===== src/rtl/timer_pkg.sv =====
// Shared definitions for the countdown control slice: FSM state encodings and BCD limit.
package timer_pkg;

  typedef enum logic [2:0] {
    ST_IDLE   = 3'd0,
    ST_LOADED = 3'd1,
    ST_RUN    = 3'd2,
    ST_PAUSE  = 3'd3,
    ST_ALARM  = 3'd4
  } state_t;

  localparam int BCD_MAX = 9;

endpackage


===== src/rtl/tick_prescaler.sv =====
// Free-running divider producing a one-cycle tick every TICK_DIV enabled cycles.
// The count holds while run is low; clr forces it back to zero.
module tick_prescaler #(
  parameter int TICK_DIV = 50_000_000
) (
  input  logic i_clock,
  input  logic i_reset,
  input  logic i_run,
  input  logic i_clr,
  output logic o_tick
);

  localparam int            PW   = (TICK_DIV > 1) ? $clog2(TICK_DIV) : 1;
  localparam logic [PW-1:0] LAST = PW'(TICK_DIV - 1);

  logic [PW-1:0] r_count;

  // The tick is seen by the controller in the same cycle the count sits at LAST.
  assign o_tick = i_run && (r_count == LAST);

  // Prescaler count: clear, wrap on tick, advance while running, otherwise hold.
  always_ff @(posedge i_clock) begin
    if (i_reset) begin
      r_count <= '0;
    end else if (i_clr) begin
      r_count <= '0;
    end else if (o_tick) begin
      r_count <= '0;
    end else if (i_run) begin
      r_count <= r_count + 1'b1;
    end else begin
      r_count <= r_count;
    end
  end

endmodule


===== src/rtl/countdown_ctrl.sv =====
// Control stage ahead of the mod-10 ones down-counter: keypad digit load, count ticks,
// shadow remaining count and a timed alarm once the count reaches zero.
module countdown_ctrl
  import timer_pkg::*;
#(
  parameter int TICK_DIV    = 50_000_000,
  parameter int ALARM_TICKS = 5,
  parameter int DIGIT_W     = 4
) (
  input  logic               i_clock,
  input  logic               i_reset,
  input  logic [DIGIT_W-1:0] i_digit_in,
  input  logic               i_digit_valid,
  input  logic               i_start,
  input  logic               i_stop,
  input  logic               i_clear,
  input  logic               i_cnt_tc,
  output logic [DIGIT_W-1:0] o_load_data,
  output logic               o_loadn,
  output logic               o_cnt_enable,
  output logic               o_cnt_clrn,
  output logic [DIGIT_W-1:0] o_remain,
  output logic [2:0]         o_state,
  output logic               o_alarm
);

  localparam int                 AW         = $clog2(ALARM_TICKS + 1);
  localparam logic [AW-1:0]      ALARM_LAST = AW'(ALARM_TICKS - 1);
  localparam logic [DIGIT_W-1:0] DIGIT_MAX  = DIGIT_W'(BCD_MAX);

  state_t             r_state;
  logic [DIGIT_W-1:0] r_load_data;
  logic [DIGIT_W-1:0] r_remain;
  logic               r_loadn;
  logic               r_cnt_enable;
  logic               r_cnt_clrn;
  logic               r_alarm;
  logic [AW-1:0]      r_alarm_cnt;
  logic               r_rst_d;

  logic w_tick;
  logic w_digit_ok;
  logic w_tc_err;
  logic w_presc_run;
  logic w_presc_clr;

  assign w_digit_ok  = i_digit_valid && (i_digit_in <= DIGIT_MAX);
  assign w_tc_err    = i_cnt_tc && (r_remain != '0);
  assign w_presc_run = (r_state == ST_RUN) || (r_state == ST_ALARM);
  // Restart the prescaler whenever a new timing phase begins off a tick boundary.
  assign w_presc_clr = i_clear
                     || ((r_state == ST_LOADED) && !i_stop && i_start)
                     || ((r_state == ST_RUN) && w_tc_err)
                     || ((r_state == ST_ALARM) && (i_start || i_stop));

  tick_prescaler #(
    .TICK_DIV(TICK_DIV)
  ) u_prescaler (
    .i_clock (i_clock),
    .i_reset (i_reset),
    .i_run   (w_presc_run),
    .i_clr   (w_presc_clr),
    .o_tick  (w_tick)
  );

  // Controller FSM with shadow count, load/enable pulses, counter clear and alarm.
  always_ff @(posedge i_clock) begin
    if (i_reset) begin
      r_state      <= ST_IDLE;
      r_load_data  <= '0;
      r_remain     <= '0;
      r_loadn      <= 1'b1;
      r_cnt_enable <= 1'b0;
      r_cnt_clrn   <= 1'b0;
      r_alarm      <= 1'b0;
      r_alarm_cnt  <= '0;
      r_rst_d      <= 1'b1;
    end else begin
      r_rst_d      <= 1'b0;
      r_loadn      <= 1'b1;
      r_cnt_enable <= 1'b0;
      // Counter clear stays asserted for one extra edge after reset release.
      r_cnt_clrn   <= !r_rst_d;
      if (i_clear) begin
        r_state     <= ST_IDLE;
        r_load_data <= '0;
        r_remain    <= '0;
        r_alarm     <= 1'b0;
        r_alarm_cnt <= '0;
        r_cnt_clrn  <= 1'b0;
      end else begin
        case (r_state)
          ST_IDLE: begin
            if (w_digit_ok) begin
              r_load_data  <= i_digit_in;
              r_remain     <= i_digit_in;
              r_loadn      <= 1'b0;
              r_cnt_enable <= 1'b1;
              r_state      <= ST_LOADED;
            end
          end
          ST_LOADED: begin
            if (i_stop) begin
              r_state <= ST_LOADED;
            end else if (i_start) begin
              if (r_remain != '0) begin
                r_state <= ST_RUN;
              end else begin
                r_state     <= ST_ALARM;
                r_alarm     <= 1'b1;
                r_alarm_cnt <= '0;
              end
            end else if (w_digit_ok) begin
              r_load_data  <= i_digit_in;
              r_remain     <= i_digit_in;
              r_loadn      <= 1'b0;
              r_cnt_enable <= 1'b1;
            end
          end
          ST_RUN: begin
            if (w_tc_err) begin
              r_state     <= ST_ALARM;
              r_alarm     <= 1'b1;
              r_alarm_cnt <= '0;
              r_remain    <= '0;
            end else if (w_tick) begin
              r_cnt_enable <= 1'b1;
              r_remain     <= (r_remain != '0) ? r_remain - 1'b1 : '0;
              // Reaching zero outranks a coincident pause request.
              if (r_remain <= DIGIT_W'(1)) begin
                r_state     <= ST_ALARM;
                r_alarm     <= 1'b1;
                r_alarm_cnt <= '0;
              end else if (i_stop) begin
                r_state <= ST_PAUSE;
              end
            end else if (i_stop) begin
              r_state <= ST_PAUSE;
            end
          end
          ST_PAUSE: begin
            if (!i_stop && i_start) begin
              r_state <= ST_RUN;
            end
          end
          ST_ALARM: begin
            if (i_start || i_stop) begin
              r_state     <= ST_IDLE;
              r_alarm     <= 1'b0;
              r_alarm_cnt <= '0;
            end else if (w_tick) begin
              if (r_alarm_cnt == ALARM_LAST) begin
                r_state     <= ST_IDLE;
                r_alarm     <= 1'b0;
                r_alarm_cnt <= '0;
              end else begin
                r_alarm_cnt <= r_alarm_cnt + 1'b1;
              end
            end
          end
          default: begin
            r_state <= ST_IDLE;
            r_alarm <= 1'b0;
          end
        endcase
      end
    end
  end

  assign o_load_data  = r_load_data;
  assign o_loadn      = r_loadn;
  assign o_cnt_enable = r_cnt_enable;
  assign o_cnt_clrn   = r_cnt_clrn;
  assign o_remain     = r_remain;
  assign o_state      = r_state;
  assign o_alarm      = r_alarm;

endmodule


===== config.mk =====
export PLATFORM = sky130hd
export DESIGN_NAME = countdown_ctrl
export DESIGN_NICKNAME = d
export VERILOG_FILES = /design/src/rtl/timer_pkg.sv /design/src/rtl/tick_prescaler.sv /design/src/rtl/countdown_ctrl.sv
export SDC_FILE = /design/constraint.sdc
export NUM_CORES = 1
export LEC_CHECK = 0
export CORE_ASPECT_RATIO = 1.5
export CORE_MARGIN = 5
export CORE_UTILIZATION = 40
export DETAILED_ROUTE_END_ITERATION = 10
export SLEW_MARGIN = 20
export SYNTH_ARGS = -nofsm -noshare
export SYNTH_HDL_FRONTEND = slang
export SYNTH_SLANG_ARGS = --single-unit

===== constraint.sdc =====
create_clock -name i_clock -period 3.8 [get_ports i_clock]
set_input_delay 0.76 -clock i_clock [delete_from_list [all_inputs] [get_ports i_clock]]
set_output_delay 0.76 -clock i_clock [all_outputs]
set_load 0.05 [all_outputs]

==> impl_metrics.toml, run 1 <==
[die]
io_pins = 26
fp-row-count = 34
fp.dieH_um = 105
core_um2 = 5830
dieArea_um2 = 7670
initial_core_util_pct = 41.1
fp.dieW_um = 73.2

[yosys]
synthCells = 292
yosysWarningCount = 0
ys_types = 58
synth_top_flop_cell = "dfxtp_1"
ys_seq_area_share_pct = 37.6
syn_area_um2 = 2390
yosysTopAreaCell = "dfxtp_1"
post-synth-top-count-cell = "dfxtp_1"
yosys.area.top_type_share_pct = 37.6
synth_nets = 306
synth_area_per_cell_um2 = 8.20
synth_common_cells = "45 x dfxtp_1, 36 x nor2_1, 26 x nand2_1, 18 x a21oi_1, 17 x xor2_1"
async_reset_ff_share_pct = 0
synth.area.top_cells = "dfxtp_1 38%, xor2_1 6.2%, nor2_1 5.6%"
ys_seq_elements = 45
synth-edff-count = 0

[clock_tree]
clock_path_buffers = 2
cts.reportedPaths.clkPinSlew_ns = 0.09
htree_levels = 2
cts_resized = 0
ctsHoldBuffers = 0
clock_sinks = 45
post_cts_buffers = 0
cts_tree = "yes"
cts_root_buf = "clkbuf_8"
numCtsBuffers = 5
insertion_delay_ns = 0.30

[grt]
grt_pass1_wl_mm = 9.89
grt.overflow.total = 0
grt_max_degree = 27
grt_pass1_vias = 2057
grt_usage_pct = 16.1
antenna_found_initial = 0

[setup_path]
end_kind = "output port"
cp_max_fo = 19
cp-start-kind = "register"
max_stage_delay_ns = 0.93
critPathSlowestCell = "clkdlybuf4s50_1"
path_buf_inv = 1
crit_family = "buffers and inverters"
crit_chain = "clkdlybuf4s50_1"
arrival_ns = 2.02
path_class = "register to output port"
cp_data_required_time_ns = 3.04
r2r_setup_slack_ns = 1.30

[timing]
fin_skew_ns = 0.0115
layout_min_cycle_time_ns = 2.78
finalSetupViolCount = 0
fin_hold_ws_ns = 0.386
maxSlewHeadroom_pct = 43.3
fmax_mhz = 360
finalMaxSlewViolations = 0
hold_violations = 0
fin_setup_tns_ns = 0
rsz0062_at_grt = "false"
fin_crit_sh_pct = 73.0
worst_pin_slew_ns = 0.850

[job]
maxCapViolCount = 0

[drt]
num_vias = 2163
drc = 0
ant_nets = 0
routedWlPerCell_um = 15.2
finalWirelength_mm = 5.86
drt-initial-drc-count = 135
dr.pass1.iters = 5
via_per_inst = 5.62

[layout]
synthToLayoutAreaGrowth_pct = 17.7
drive_gt1_share_pct = 6.71
diodes = 0
nets = 326

[power]
ir_drop_mv = 0.229
leakage_nw = 0.935
power_density_nw_per_um2 = 353

[placed_design]
dpl.hpwl_mm = 4.39
io_buffer_count = 25
gp_congestion = 0.877

[run_status]
outcome = "completed"

[hold_path]
min_path_type = "register to register"
-- power breakdown --
part | internal [mW] | switching [mW]
clock network | 0.261 | 0.169
registers | 0.476 | 0.00671
logic | 0.0313 | 0.0511
-- layer usage --
metal | part of all wire, % | global-route usage (%) | up-vias
li1 | - | - | 1096
met1 | 40 | 18.5 | 1010
met2 | 53 | 28.6 | 45
met3 | 4.4 | 2.88 | 12
met4 | 2.6 | 6.60 | 0
met5 | 0 | 0 | -
-- flip-flops by register name (all words and copies together), names as in the netlist, 3 cells and up --
name / cells
u_prescaler.r_count: 26
o_load_data: 4
o_remain: 4
o_state: 3
r_alarm_cnt: 3
-- cell type report --
type	instances	area, um2
inverters	7	26.3
fillers	595	3010
clock inverters	3	65.1
repair buffers	25	250
flip-flops and latches	45	901
clock buffers	5	68.8
multi-input cells	228	1420
well taps	72	90.1
-- through the flow --
step	util (%)	cells	instance area (um2)	total power, mW	setup slack (ns)
final	48.4	385	2820	0.995	1.02
after global routing	48.4	385	2820	1.03	0.941
after CTS	48.4	385	2820	1.01	0.999
after detailed placement	46.1	377	2690	0.577	0.930
after global placement	46.1	377	2690	0.576	0.932
after floorplan	-	292	2390	0.545	1.64
-- worst paths after layout --
check / cells after the start / start / end
max: 1 / o_state[0] / o_state[0]
min: 1 / r_rst_d / o_cnt_clrn
max reg2reg: 6 / u_prescaler.r_count[0] / u_prescaler.r_count[3]
min reg2reg: 1 / r_rst_d / o_cnt_clrn
-- cell usage in the layout, fill, tap and decap left out, drive strengths merged, types with 5 or more instances in the layout --
cell type and instances:
and3 9, nor2 36, nand4 15, or2 6
xnor2 7, or3 7, dfxtp 45, inv 7
clkdlybuf4s50 25, nand3 12, clkbuf 5, xor2 17
and4 6, nor3 7, nand2 26, o21ai 13
a21oi 19
-- logic make-up after synthesis --
family | after synthesis | share of synthesized area [%]
and+or+nand+nor | 146 | 33.6
muxes | 1 | 0.418
DFF | 45 | 37.6
AOI/OAI and AO/OA | 54 | 14.8
adders and majority gates | 3 | 1.57
xor gates and xnor gates | 24 | 8.78
buffers and inverters | 19 | 3.19
No activity file was read; power rests on OpenSTA's default activity.
==> run 2, diff against run 1 <==
clock period = 2.4 ns   (was 3.8 ns; I/O delays follow)
==> run 2 against run 1 <==
Compared with the run above:
- die area unchanged
- design area up 4.3%
- count of clock-buffer cells in the layout up 2
- total power up 50%
- critical endpoint is now o_state[1]
- largest cell class unchanged
- highest routed layer unchanged
==> impl_metrics.toml, run 2 (synthesis results as in run 1) <==
[run_status]
outcome = "completed"

[timing]
fin_setup_tns_ns = 0
fin_crit_sh_pct = 92.2
finalSetupViolCount = 0
rsz0062_at_grt = "false"
finalMaxSlewViolations = 0
layout_min_cycle_time_ns = 2.21
hold_violations = 0
fin_skew_ns = 0.00587
worst_pin_slew_ns = 0.512
maxSlewHeadroom_pct = 65.7
fmax_mhz = 452

[placed_design]
gp_congestion = 0.889
io_buffer_count = 25
dpl.hpwl_mm = 4.53
dp.cells = 394
dpl_cell_area_um2 = 2820

[die]
initial_core_util_pct = 41.1
core_um2 = 5830
fp.dieW_um = 73.2
fp-row-count = 34
io_pins = 26
fp.dieH_um = 105
dieArea_um2 = 7670

[layout]
regMostFlops = "u_prescaler.r_count"
most-common-layout-cells = "45 x dfxtp_1, 36 x nor2_1, 26 x nand2_1"
synthToLayoutAreaGrowth_pct = 22.7
stdcell_area_um2 = 2940
fin_cells = 402
drive_gt1_share_pct = 11.5
diodes = 0
largest_reg_flops = 26
layout_commonest_cell = "dfxtp_1"
nets = 343

[clock_tree]
insertion_delay_ns = 0.29
cts_resized = 0
htree_levels = 2
ctsHoldBuffers = 0
cts.reportedPaths.clkPinSlew_ns = 0.08
numCtsBuffers = 5
clock_sinks = 45
cts_root_buf = "clkbuf_8"
clock_path_buffers = 2
cts_tree = "yes"
post_cts_buffers = 0

[drt]
dr.pass1.iters = 4
via_per_inst = 5.51
ant_nets = 0
drc = 0
num_vias = 2216
routedWlPerCell_um = 14.8
finalWirelength_mm = 5.93
drt-initial-drc-count = 86

[grt]
grt_pass1_wl_mm = 10.2
grt_pass1_vias = 2249
grt_usage_pct = 16.7
grt_max_degree = 27
grt.overflow.total = 0
antenna_found_initial = 0

[setup_path]
crit_chain = "clkdlybuf4s50_1"
arrival_ns = 1.73
cp_data_required_time_ns = 1.92
cp-start-kind = "register"
path_buf_inv = 1
critPathSlowestCell = "clkdlybuf4s50_1"
path_class = "register to output port"
end_kind = "output port"
crit_family = "buffers and inverters"
cp_max_fo = 11
max_stage_delay_ns = 0.89

[power]
power_mw = 1.49
power_density_nw_per_um2 = 507
leakage_nw = 1.02
ir_drop_mv = 0.290

[hold_path]
min_path_type = "register to register"

[job]
maxCapViolCount = 0
run 2: cell count changes in the layout (fill, tap and decap cells not counted), sizes merged:
cell / before / now
buf: 0 / 18
clkbuf: 5 / 7
clkinv: 1 / 0
clkdlybuf4s50: 25 / 24
bufinv: 2 / 1
run 2: routing by layer:
metal / vias to the layer above / share of wire, % / wire, um / track usage, %
li1: 1131 / - / - / -
met1: 1018 / 39 / 2320 / 17.2
met2: 47 / 54 / 3200 / 30.5
met3: 20 / 3.6 / 214 / 2.69
met4: 0 / 3.4 / 202 / 9.23
met5: - / 0 / 0 / 0
run 2: metrics by stage:
| stage | hold WS [ns] | util (%) | worst slack [ns] |
|---|---|---|---|
| after floorplan | 0.368 | - | 0.237 |
| after global placement | 0.371 | 48.4 | 0.0690 |
| after detailed placement | 0.377 | 48.4 | 0.0142 |
| after CTS | 0.391 | 50.4 | 0.116 |
| after global routing | 0.407 | 50.4 | 0.0148 |
| final | 0.388 | 50.4 | 0.187 |
run 2: final cells by class:
cell class	count	area [um2]
Tap cell	72	90.1
Clock inverter	1	30.0
Clock buffer	7	86.3
Fill cell	589	2890
Inverter	7	26.3
Sequential cell	45	901
Timing Repair Buffer	42	388
Multi-Input combinational cell	228	1420
run 2: power by group:
| group | switching, mW | internal (mW) | total [mW] |
|---|---|---|---|
| Sequential | 0.00867 | 0.754 | 0.762 |
| Combinational | 0.0846 | 0.0574 | 0.142 |
| Clock | 0.247 | 0.339 | 0.586 |
| Total | 0.340 | 1.15 | 1.49 |
run 2: path summary, 6_finish.rpt:
kind	slack, ns	startpoint	end	cells after the start
setup / recovery	0.19	o_state[1]	o_state[1]	1
hold / removal	0.39	r_rst_d	o_cnt_clrn	1
setup reg to reg	0.20	u_prescaler.r_count[0]	o_alarm	6
hold reg to reg	0.39	r_rst_d	o_cnt_clrn	1
